## src/rtl/layer_serializer.sv

```systemverilog
// Layer serializer: captures all neuron outputs of one layer in a single
// cycle and replays them, neuron 0 first, as a one-word-per-cycle stream
// that feeds the neuron_in / neuron_in_valid inputs of the next layer.
module layer_serializer #(
  parameter int numNeurons = 30,
  parameter int dataWidth  = 16
) (
  input  logic                             clk,
  input  logic                             rst_n,
  input  logic [numNeurons-1:0]            layer_in_valid,
  input  logic [numNeurons*dataWidth-1:0]  layer_in,
  output logic [dataWidth-1:0]             data_out,
  output logic                             data_out_valid,
  output logic                             busy,
  output logic                             frame_err
);

  localparam int CntW = (numNeurons > 1) ? $clog2(numNeurons) : 1;
  localparam logic [CntW-1:0] LastCnt = CntW'(numNeurons - 1);

  typedef enum logic {
    IDLE  = 1'b0,
    SHIFT = 1'b1
  } state_t;

  state_t                          state_q, state_d;
  logic [CntW-1:0]                 cnt_q, cnt_d;
  logic [numNeurons*dataWidth-1:0] sreg_q, sreg_d;
  logic [dataWidth-1:0]            data_out_q, data_out_d;
  logic                            valid_q, valid_d;
  logic                            busy_q, busy_d;
  logic                            err_q, err_d;

  logic capture;
  logic partial;
  logic last_word;

  // Classify the per-cycle upstream valid pattern and the frame position.
  always_comb begin
    capture   = &layer_in_valid;
    partial   = (|layer_in_valid) & ~capture;
    last_word = (cnt_q == LastCnt);
  end

  // Next-state, shift-register and registered-output logic.
  always_comb begin
    // NOTE: every signal gets a default before the case so that no path
    // leaves one unassigned, which would infer a latch.
    state_d    = state_q;
    cnt_d      = cnt_q;
    sreg_d     = sreg_q;
    err_d      = err_q;
    data_out_d = '0;
    valid_d    = 1'b0;
    busy_d     = 1'b0;

    unique case (state_q)
      IDLE: begin
        if (capture) begin
          sreg_d  = layer_in;
          cnt_d   = '0;
          state_d = SHIFT;
        end else if (partial) begin
          err_d = 1'b1;
        end
      end

      SHIFT: begin
        // Word 0 sits in the low slice; shifting right exposes the next one.
        data_out_d = sreg_q[dataWidth-1:0];
        valid_d    = 1'b1;
        busy_d     = 1'b1;
        sreg_d     = sreg_q >> dataWidth;
        cnt_d      = cnt_q + CntW'(1);
        if (last_word) begin
          cnt_d = '0;
          if (capture) begin
            // Back-to-back frame: reload while the last word goes out.
            sreg_d = layer_in;
          end else begin
            state_d = IDLE;
            if (partial) err_d = 1'b1;
          end
        end else if (capture || partial) begin
          // Overrun: the frame in flight is kept, the new data is dropped.
          err_d = 1'b1;
        end
      end

      default: state_d = IDLE;
    endcase
  end

  // State and output registers with asynchronous active-low reset.
  always_ff @(posedge clk or negedge rst_n) begin
    // NOTE: the shift register is reset too, so a frame cut short by reset
    // leaves no stale words behind to be replayed later.
    if (!rst_n) begin
      state_q    <= IDLE;
      cnt_q      <= '0;
      sreg_q     <= '0;
      data_out_q <= '0;
      valid_q    <= 1'b0;
      busy_q     <= 1'b0;
      err_q      <= 1'b0;
    end else begin
      // NOTE: non-blocking assignments so all flops update from the same
      // pre-edge values regardless of statement order.
      state_q    <= state_d;
      cnt_q      <= cnt_d;
      sreg_q     <= sreg_d;
      data_out_q <= data_out_d;
      valid_q    <= valid_d;
      busy_q     <= busy_d;
      err_q      <= err_d;
    end
  end

  assign data_out       = data_out_q;
  assign data_out_valid = valid_q;
  assign busy           = busy_q;
  assign frame_err      = err_q;

endmodule

```

## config.mk

```make
export PLATFORM = sky130hd
export DESIGN_NAME = layer_serializer
export DESIGN_NICKNAME = d
export VERILOG_FILES = /design/src/rtl/layer_serializer.sv
export SDC_FILE = /design/constraint.sdc
export NUM_CORES = 1
export LEC_CHECK = 0
export CORE_UTILIZATION = 40
export CTS_CLUSTER_SIZE = 20
export DETAILED_ROUTE_END_ITERATION = 8
export DONT_BUFFER_PORTS = 1
export SETUP_SLACK_MARGIN = 0.05
export SKIP_CTS_REPAIR_TIMING = 1
export SYNTH_ARGS = -nofsm -noshare
export SYNTH_HDL_FRONTEND = slang
export SYNTH_SLANG_ARGS = --single-unit
```

## constraint.sdc

```tcl
create_clock -name clk -period 2.5 [get_ports clk]
set_input_delay 0.75 -clock clk [delete_from_list [all_inputs] [get_ports clk]]
set_output_delay 0.75 -clock clk [all_outputs]
set_load 0.02 [all_outputs]
```

==> results.json, run 1 <==
{
  "outcome": "finished with violations",
  "violations": "negative hold slack",
  "grt_use_total_pct": 26.53,
  "yosys.area.top_type": "dfrtp_1",
  "period_needed_ns": 2.017,
  "arrival_ns": 2.52,
  "drive_gt1_share_pct": 8.386,
  "routed_wl_um": 82160,
  "post-dp-hpwl_um": 56310,
  "yosysSeqAreaShare_pct": 53.14,
  "synth_area_sq_um": 23740,
  "cts_buffer_depth": 3,
  "path_class": "flop to flop",
  "finalSetupViolCount": 0,
  "place.gp.congestion": 0.8988,
  "syn_area_per_cell_sq_um": 8.647,
  "cts_tree": "done",
  "end_kind": "flop",
  "grt_busiest_layer": "met2",
  "hold_viol_final": 286,
  "placementRows": 88,
  "portBuffers": 0,
  "cpLargestDelayFamily": "compound AO/OA/AOI/OAI gates",
  "syn_nets": 3259,
  "synth_edf_count": 0,
  "syn_inst": 2745,
  "synthTopCellsByArea": "dfrtp_1 (53%), nand2_1 (15%), o22ai_1 (12%), a31oi_1 (12%), clkbuf_1 (2.7%)",
  "drv_cap": 0,
  "swShare_pct": 20.83,
  "crit_chain": "inv_1, ha_1, nand2_1, o21ai_4, a31o_4, buf_12, buf_4, o22ai_1, a31oi_1",
  "hold_path_class": "input pin to async pin",
  "die_w_um": 245.6,
  "seqCellArea_sq_um": 12610,
  "drt_first_pass_iters": 6,
  "max_slew_margin_pct": 20.03,
  "antenna_left": 0,
  "pwr-share-seq_pct": 47.9,
  "grt_first_pass_wirelength_um": 125800,
  "clk_pin_slew_ns": 0.06,
  "tightestPinTransition_ns": 1.200,
  "dp_slack_ns": -0.1074,
  "via_count": 21690,
  "cts_buffers": 56,
  "final_net_count": 3174,
  "grt_use_met1_pct": 33.65,
  "fin_ws_ns": 0.4828,
  "synth_top_area_share_pct": 53.14,
  "stdcell_count": 3472,
  "power_density_nw_per_um2": 626.5,
  "synth.most_common_cell": "nand2_1",
  "slowest_delay_ns": 0.39,
  "die_h_um": 245.6,
  "core-area_sq_um": 58140,
  "critPathLaunchType": "flop",
  "area_growth_pct": 14.48,
  "drt-initial-drc-count": 2251,
  "cp_data_required_time_ns": 3.00,
  "synth_common_cells": "nand2_1 (952), dfrtp_1 (504), o22ai_1 (465)",
  "rsz0062_at_grt": "false",
  "cts_sinks": 504,
  "cp_num_buf_inv": 3,
  "ios": 531,
  "wl_per_cell_um": 23.66,
  "insertion_delay_ns": 0.60,
  "diodes": 0,
  "grt_max_degree": 505,
  "cp_slowest_cell": "dfrtp_1",
  "antenna_found_initial": 1,
  "start_util_pct": 40.83,
  "p_switching_mw": 3.546,
  "fmax_mhz": 495.7,
  "dieArea_sq_um": 60320,
  "async_reset_ff_share_pct": 100.0,
  "pwr-share-comb_pct": 0.1,
  "grt.met3_usage_pct": 8.764,
  "worst_clock_skew_ns": 0.01571,
  "fill_cells": 5452,
  "yosysWarnings": 0,
  "cts-root-buf": "clkbuf_16",
  "synthFlopType": "dfrtp_1",
  "holdWs_ns": -0.1571,
  "maxSlewViolCount": 0,
  "fin_tns_setup_ns": 0,
  "drc_errors": 0,
  "cts_htree_levels": 2,
  "clkPwrFrac_pct": 52.0,
  "power_leakage_nw": 11.73,
  "finalCritPeriodShare_pct": 80.69,
  "design_power_total_mw": 17.02,
  "gr-total-overflow": 0,
  "grt_pass1_vias": 21230,
  "viasPerCell": 6.247,
  "placed_cells": 3367,
  "intPower_mw": 13.48,
  "multi_input_area_sq_um": 9975,
  "crit_fanout": 19,
  "synth_cell_types": 27,
  "synth-seq-cells": 504,
  "use_met2_pct": 41.09,
  "irDropWorstVdd_mv": 0.6361
}
[cells in the final DEF (no fill, tap or decap), types with 2 or more instances in the layout]
master        n
a31oi_1     464
and2_1       16
buf_12       56
buf_4        68
bufinv_16     6
clkbuf_1     10
clkbuf_16    58
clkbuf_8     15
clkinv_2     10
clkinvlp_4    3
dfrtp_1     504
ha_1          2
nand2_1     951
nand3_1      33
nand4_1       9
nor2_1        4
nor4_1        7
nor4_2        2
o21ai_0       7
o22ai_1     465
or4_1         2
[flip-flops by register name, indices dropped and copies added, names as in the netlist]
signal     flops
cnt_q          5
sreg_q       480
busy           1
frame_err      1
state_q        1
data_out      16
[power by group through the flow]
stage | registers [mW] | clock network (mW) | logic, mW
floorplan | 8.31 | 0 | 0.0142
global placement | 8.31 | 0 | 0.0147
global route | 8.15 | 9.31 | 0.0161
CTS | 8.16 | 9.01 | 0.0154
detailed placement | 8.31 | 0 | 0.0154
finish | 8.16 | 8.85 | 0.0155
[per-layer routing]
layer / share of wire, % / routed length (um) / up-vias
li1: - / - / 9936
met1: 39 / 32100 / 10570
met2: 45 / 37190 / 986
met3: 11 / 8993 / 193
met4: 4.7 / 3856 / 2
met5: 0.018 / 15 / -
[path summary, 6_finish.rpt]
path | from | endpoint | slack [ns] | depth (start not counted)
max | cnt_q[1]$_DFFE_PN0P_ | sreg_q[389]$_DFFE_PN0P_ | 0.48 | 9
min | rst_n | sreg_q[75]$_DFFE_PN0P_ | -0.16 | 0
max reg2reg | cnt_q[1]$_DFFE_PN0P_ | sreg_q[389]$_DFFE_PN0P_ | 0.48 | 9
min reg2reg | sreg_q[13]$_DFFE_PN0P_ | data_out[13]$_DFF_PN0_ | 0.48 | 1
max in group asynchronous | rst_n | sreg_q[247]$_DFFE_PN0P_ | 1.67 | 0
min in group clk | layer_in[466] | sreg_q[466]$_DFFE_PN0P_ | 0.28 | 2
[area by class of cell]
cell class / instances / area share, %
clock inverter: 22 / 1.054
clock buffer: 83 / 6.239
multi-input combinational: 1972 / 36.71
timing repair buffer: 124 / 6.004
inverter: 2 / 0.05526
sequential: 504 / 46.42
tap: 765 / 3.523
[worst register-to-register path, stage by stage, from the launching register on]
cell and delay, ns:
dfrtp_1 0.39, inv_1 0.08, ha_1 0.17, nand2_1 0.09, o21ai_4 0.19, a31o_4 0.22, buf_12 0.19, buf_4 0.29
o22ai_1 0.12, a31oi_1 0.19
[logic make-up (layout without fill, tap and decap cells)]
family	count (synthesis)	count (layout)	share of synthesized area (%)
and+or+nand+nor	1029	1029	16.92
muxes	1	1	0.04217
adders and majority gates	2	2	0.1054
buffers and inverters	269	231	5.040
AOI/OAI and AO/OA	940	940	24.76
DFF	504	504	53.14
[per-stage QoR]
| step | cell area (sq um) | utilization [%] |
|---|---|---|
| 6_report | 27170 | 46.74 |
| 5_1_grt | 27170 | 46.74 |
| 4_1_cts | 27170 | 46.74 |
| 2_1_floorplan | 23740 | - |
| 3_3_place_gp | 25190 | 43.33 |
| 3_5_place_dp | 25190 | 43.33 |
No activity file was read; power rests on OpenSTA's default activity.
==> inputs of run 2 (changes only) <==
==> constraint.sdc (replaced) <==
create_clock -name clk -period 1.6 [get_ports clk]
set_input_delay 0.48 -clock clk [delete_from_list [all_inputs] [get_ports clk]]
set_output_delay 0.48 -clock clk [all_outputs]
set_load 0.02 [all_outputs]
==> run 2 against run 1 <==
Compared with the run above:
- utilization rose by 2.7 points
- global-route usage rose by 0.34 points
- cell count rose by 2.1%
- final area rose by 5.8%
- critical endpoint is now sreg_q[187]$_DFFE_PN0P_
- clock power rose by 54%
- critical path depth fell by 9
- the run ends with negative hold slack, max-slew violations, negative setup slack left
- clock-buffer cell count rose by 15
- largest power group unchanged
- sequential cell count did not move
- clock skew rose by 0.0069 ns
- worst hold slack got worse by 0.26 ns
==> results.json, run 2 (same netlist as run 1, synthesis figures left out) <==
{
  "violations": "negative hold slack, max-slew violations, negative setup slack",
  "r2r_cells": 11,
  "antenna_found_initial": 1,
  "cts_buffers": 57,
  "drv_cap": 0,
  "worst_clock_skew_ns": 0.02264,
  "reg2reg_to": "sreg_q[266]$_DFFE_PN0P_",
  "dieArea_sq_um": 60320,
  "drt_first_pass_iters": 8,
  "diodes": 0,
  "start_util_pct": 40.83,
  "critPathLaunchType": "input pin",
  "wl_per_cell_um": 24.53,
  "cts_htree_levels": 2,
  "path_class": "input pin to async pin",
  "grt_max_degree": 505,
  "power_leakage_nw": 12.52,
  "end_kind": "async pin",
  "period_needed_ns": 1.970,
  "holdWs_ns": -0.4207,
  "gr-total-overflow": 0,
  "fin_ws_ns": -0.3699,
  "tightestPinTransition_ns": 3.043,
  "irDropWorstVdd_mv": 0.7749,
  "post-route-util_pct": 49.47,
  "finalSetupViolCount": 707,
  "viasPerCell": 6.318,
  "place.gp.congestion": 0.9223,
  "r2r_slack_ns": -0.32,
  "largest_reg_flops": 480,
  "hold_path_class": "input pin to async pin",
  "fmax_mhz": 507.6,
  "cts_buffer_depth": 3,
  "core-area_sq_um": 58140,
  "top_register": "sreg_q",
  "routed_wl_um": 86990,
  "area_growth_pct": 21.17,
  "crit-reg2reg-launch": "cnt_q[1]$_DFFE_PN0P_",
  "die_w_um": 245.6,
  "portBuffers": 0,
  "drive_gt1_share_pct": 13.02,
  "final_common_cell": "nand2_1",
  "design_power_total_mw": 26.38,
  "ios": 531,
  "cts_tree": "done",
  "final_net_count": 3247,
  "antenna_left": 0,
  "hold_viol_final": 186,
  "cts_sinks": 504,
  "crit_fanout": 504,
  "outcome": "finished with violations",
  "layout_common_cells": "nand2_1 (950), dfrtp_1 (504), a31oi_1 (464)",
  "placementRows": 88,
  "max_slew_margin_pct": -102.9,
  "grt_use_total_pct": 26.87,
  "post-dp-hpwl_um": 57580,
  "drc_errors": 0,
  "cp_data_required_time_ns": 1.63,
  "rsz0062_at_grt": "true",
  "clk_pin_slew_ns": 0.06,
  "insertion_delay_ns": 0.61,
  "power_density_nw_per_um2": 917.4,
  "grt_pass1_vias": 21340,
  "arrival_ns": 2.00,
  "maxSlewViolCount": 371,
  "grt_first_pass_wirelength_um": 127300,
  "via_count": 22400,
  "die_h_um": 245.6,
  "drt-initial-drc-count": 2259,
  "finalCritPeriodShare_pct": 123.1,
  "cts-root-buf": "clkbuf_16"
}
-- run 2: cell count changes in the layout (fill, tap and decap cells not counted), sizes merged --
cell | previous run | this run
buf | 124 | 163
clkbuf | 83 | 117
clkinvlp | 3 | 0
bufinv | 6 | 2
dlygate4sd3 | 0 | 14
inv | 3 | 4
clkinv | 12 | 5
-- run 2: through the flow --
step | cells | setup WS (ns) | instance area, sq um | setup TNS [ns]
after floorplan | 2745 | -0.3297 | 23960 | -146.13
after global placement | 3391 | -0.7567 | 25380 | -317.44
after global routing | 3546 | -0.4021 | 28760 | -148.59
after detailed placement | 3391 | -0.8148 | 25380 | -324.23
final | 3546 | -0.3699 | 28760 | -163.15
after CTS | 3498 | -0.4268 | 27350 | -142.80
-- run 2: how the worst max path moves through the flow --
stage | from | endpoint | slack (ns) | depth (start not counted)
2_1_floorplan | layer_in_valid[7] | sreg_q[270]$_DFFE_PN0P_ | -0.33 | 8
3_3_place_gp | layer_in_valid[23] | sreg_q[323]$_DFFE_PN0P_ | -0.76 | 8
3_5_place_dp | layer_in_valid[23] | sreg_q[380]$_DFFE_PN0P_ | -0.81 | 8
4_1_cts | cnt_q[1]$_DFFE_PN0P_ | sreg_q[373]$_DFFE_PN0P_ | -0.43 | 9
5_1_grt | cnt_q[1]$_DFFE_PN0P_ | sreg_q[266]$_DFFE_PN0P_ | -0.40 | 11
6_report | rst_n | sreg_q[187]$_DFFE_PN0P_ | -0.37 | 0
-- run 2: area by class of cell --
class	instances	area [sq um]
Fill cell	5331	29380
Sequential cell	504	12610
Multi-Input combinational cell	1972	10490
Timing Repair Buffer	196	2718
Clock buffer	98	1863
Tap cell	765	957.2
Clock inverter	9	102.6
Inverter	2	15.01
-- run 2: power by group --
group / internal [mW] / total (mW) / switching [mW]
logic: 0.0366 / 0.0502 / 0.0136
clock network: 8.17 / 13.6 / 5.41
registers: 12.8 / 12.8 / 0.0000209
total: 21.0 / 26.4 / 5.43
-- run 2: layer usage --
layer / vias up / GRT usage (%) / wire length (um)
li1: 10070 / - / -
met2: 1020 / 42.51 / 40870
met5: - / 0 / 13
met4: 2 / 10.30 / 3266
met3: 171 / 8.545 / 8908
met1: 11140 / 34.16 / 33930
==> inputs of run 3 (changes only) <==
==> constraint.sdc (replaced) <==
create_clock -name clk -period 1.6 [get_ports clk]
set_input_delay 0.48 -clock clk [delete_from_list [all_inputs] [get_ports clk]]
set_output_delay 0.48 -clock clk [all_outputs]
set_load 0.1 [all_outputs]
==> run 3 against run 2 <==
Compared with the run above:
- the flow still finishes with violations (negative hold slack, max-slew violations, negative setup slack)
- die area unchanged
- wire length up 0.66%
- via count down 0.27%
- clock skew down 0.0060 ns
- worst hold slack worse by 0.011 ns
- cell count down 0.82%
- clock power about the same
- sequential share of layout area up 0.24 points
- first-iteration DRC count up 5.5%
- sequential cell count unchanged
- clock-buffer cell count down 14
- power down 1.0%
==> results.json, run 3 (same netlist as run 1, synthesis figures left out) <==
{
  "placed_cells": 3383,
  "drive_gt1_share_pct": 13.19,
  "r2r_cells": 10,
  "clkPwrFrac_pct": 51.1,
  "design_power_total_mw": 26.12,
  "clk_pin_slew_ns": 0.06,
  "grt_first_pass_wirelength_um": 128000,
  "slowest_delay_ns": 0.39,
  "end_kind": "flop",
  "place.gp.congestion": 0.9145,
  "final_common_cell": "nand2_1",
  "die_w_um": 245.6,
  "crit_end": "sreg_q[61]$_DFFE_PN0P_",
  "crit_chain": "inv_2, ha_4, nand2_4, o21ai_4, buf_6, nand3_4, buf_12, buf_12, o22ai_1, a31oi_1",
  "power_leakage_nw": 12.39,
  "cts-root-buf": "clkbuf_16",
  "start_util_pct": 40.83,
  "drt_first_pass_iters": 7,
  "intPower_mw": 20.71,
  "antenna_left": 0,
  "hold_path_class": "input pin to async pin",
  "grt_max_degree": 505,
  "worst_clock_skew_ns": 0.01668,
  "cts_buffer_depth": 3,
  "drv_cap": 0,
  "diodes": 0,
  "portBuffers": 0,
  "layout_common_cells": "nand2_1 (950), dfrtp_1 (503), a31oi_1 (464)",
  "power_density_nw_per_um2": 913.0,
  "drt-initial-drc-count": 2384,
  "pwr-share-seq_pct": 48.8,
  "largest_reg_flops": 480,
  "outcome": "finished with violations",
  "core-area_sq_um": 58140,
  "holdWs_ns": -0.4315,
  "final_net_count": 3225,
  "rsz0062_at_grt": "true",
  "period_needed_ns": 1.985,
  "arrival_ns": 2.44,
  "cts_sinks": 504,
  "reg2reg_to": "sreg_q[61]$_DFFE_PN0P_",
  "cp_slowest_cell": "dfrtp_1",
  "drc_errors": 0,
  "top_register": "sreg_q",
  "gr-total-overflow": 0,
  "wl_per_cell_um": 24.90,
  "placementRows": 88,
  "cpLargestDelayFamily": "buffers and inverters",
  "area_growth_pct": 20.53,
  "hold_viol_final": 292,
  "crit-reg2reg-launch": "cnt_q[1]$_DFFE_PN0P_",
  "finalSetupViolCount": 489,
  "viasPerCell": 6.353,
  "tightestPinTransition_ns": 2.326,
  "startpoint": "cnt_q[1]$_DFFE_PN0P_",
  "cp_data_required_time_ns": 2.06,
  "p_switching_mw": 5.412,
  "antenna_found_initial": 0,
  "stdcell_count": 3517,
  "cp_num_buf_inv": 4,
  "routed_wl_um": 87560,
  "cts_buffers": 57,
  "post-route-util_pct": 49.21,
  "cp_common_cell": "buf_12",
  "violations": "negative hold slack, max-slew violations, negative setup slack",
  "r2r_slack_ns": -0.38,
  "ios": 531,
  "insertion_delay_ns": 0.60,
  "grt_use_total_pct": 27.00,
  "cts_tree": "done",
  "pwr-share-comb_pct": 0.1,
  "via_count": 22340,
  "path_depth": 10,
  "fmax_mhz": 503.8,
  "crit_fanout": 32,
  "irDropWorstVdd_mv": 0.7337,
  "maxSlewViolCount": 273,
  "cts_htree_levels": 2,
  "post-dp-hpwl_um": 56990,
  "finalCritPeriodShare_pct": 124.1,
  "grt_pass1_vias": 21380,
  "swShare_pct": 20.72,
  "critPathLaunchType": "flop",
  "dieArea_sq_um": 60320,
  "path_class": "flop to flop",
  "max_slew_margin_pct": -55.04,
  "die_h_um": 245.6,
  "fin_ws_ns": -0.3849
}
run 3: cell count changes in the layout (fill, tap and decap cells not counted), sizes merged:
| cell | previous run | this run |
|---|---|---|
| clkbuf | 117 | 101 |
| clkinv | 5 | 9 |
| dlygate4sd3 | 14 | 0 |
| bufinv | 2 | 5 |
| buf | 163 | 157 |
run 3: worst min-delay path by stage:
stage | start | end | cells after the start | slack [ns]
after global placement | rst_n | sreg_q[218]$_DFFE_PN0P_ | 0 | 0.20
after CTS | rst_n | sreg_q[190]$_DFFE_PN0P_ | 0 | -0.47
after floorplan | rst_n | busy$_DFF_PN0_ | 0 | 0.18
final | rst_n | sreg_q[229]$_DFFE_PN0P_ | 0 | -0.43
after detailed placement | rst_n | sreg_q[190]$_DFFE_PN0P_ | 0 | 0.20
after global routing | rst_n | sreg_q[190]$_DFFE_PN0P_ | 0 | -0.45
run 3: power by group through the flow:
stage | sequential, mW | clock [mW] | combinational [mW]
after detailed placement | 13.0 | 0 | 0.0194
after global placement | 13.0 | 0 | 0.0187
after CTS | 12.7 | 13.6 | 0.0194
after global routing | 12.7 | 14.1 | 0.0215
after floorplan | 13.0 | 0 | 0.0178
final | 12.8 | 13.3 | 0.0200
run 3: through the flow:
stage / area (sq um) / hold slack (ns) / setup TNS (ns) / setup slack (ns)
2_1_floorplan: 23960 / 0.1844 / -146.34 / -0.3297
4_1_cts: 27220 / -0.4659 / -167.08 / -0.4797
6_report: 28610 / -0.4315 / -131.48 / -0.3849
3_3_place_gp: 25340 / 0.1981 / -288.67 / -0.6516
5_1_grt: 28610 / -0.4503 / -174.80 / -0.4549
3_5_place_dp: 25340 / 0.1961 / -294.87 / -0.7250
run 3: area by class of cell:
class / count / area (sq um)
inverter: 2 / 15.01
timing repair buffer: 174 / 2531
fill: 5390 / 29530
clock inverter: 16 / 220.2
tap: 765 / 957.2
sequential: 504 / 12610
clock buffer: 84 / 1660
multi-input combinational: 1972 / 10610
run 3: routing by layer:
| layer | wire, um | track usage [%] | vias to the layer above | share of wire [%] |
|---|---|---|---|---|
| met3 | 9450 | 8.774 | 155 | 11 |
| met2 | 41600 | 43.26 | 1090 | 48 |
| met1 | 33650 | 34.37 | 11090 | 38 |
| li1 | - | - | 10000 | - |
| met4 | 2859 | 8.732 | 0 | 3.3 |
| met5 | 0 | 0 | - | 0 |
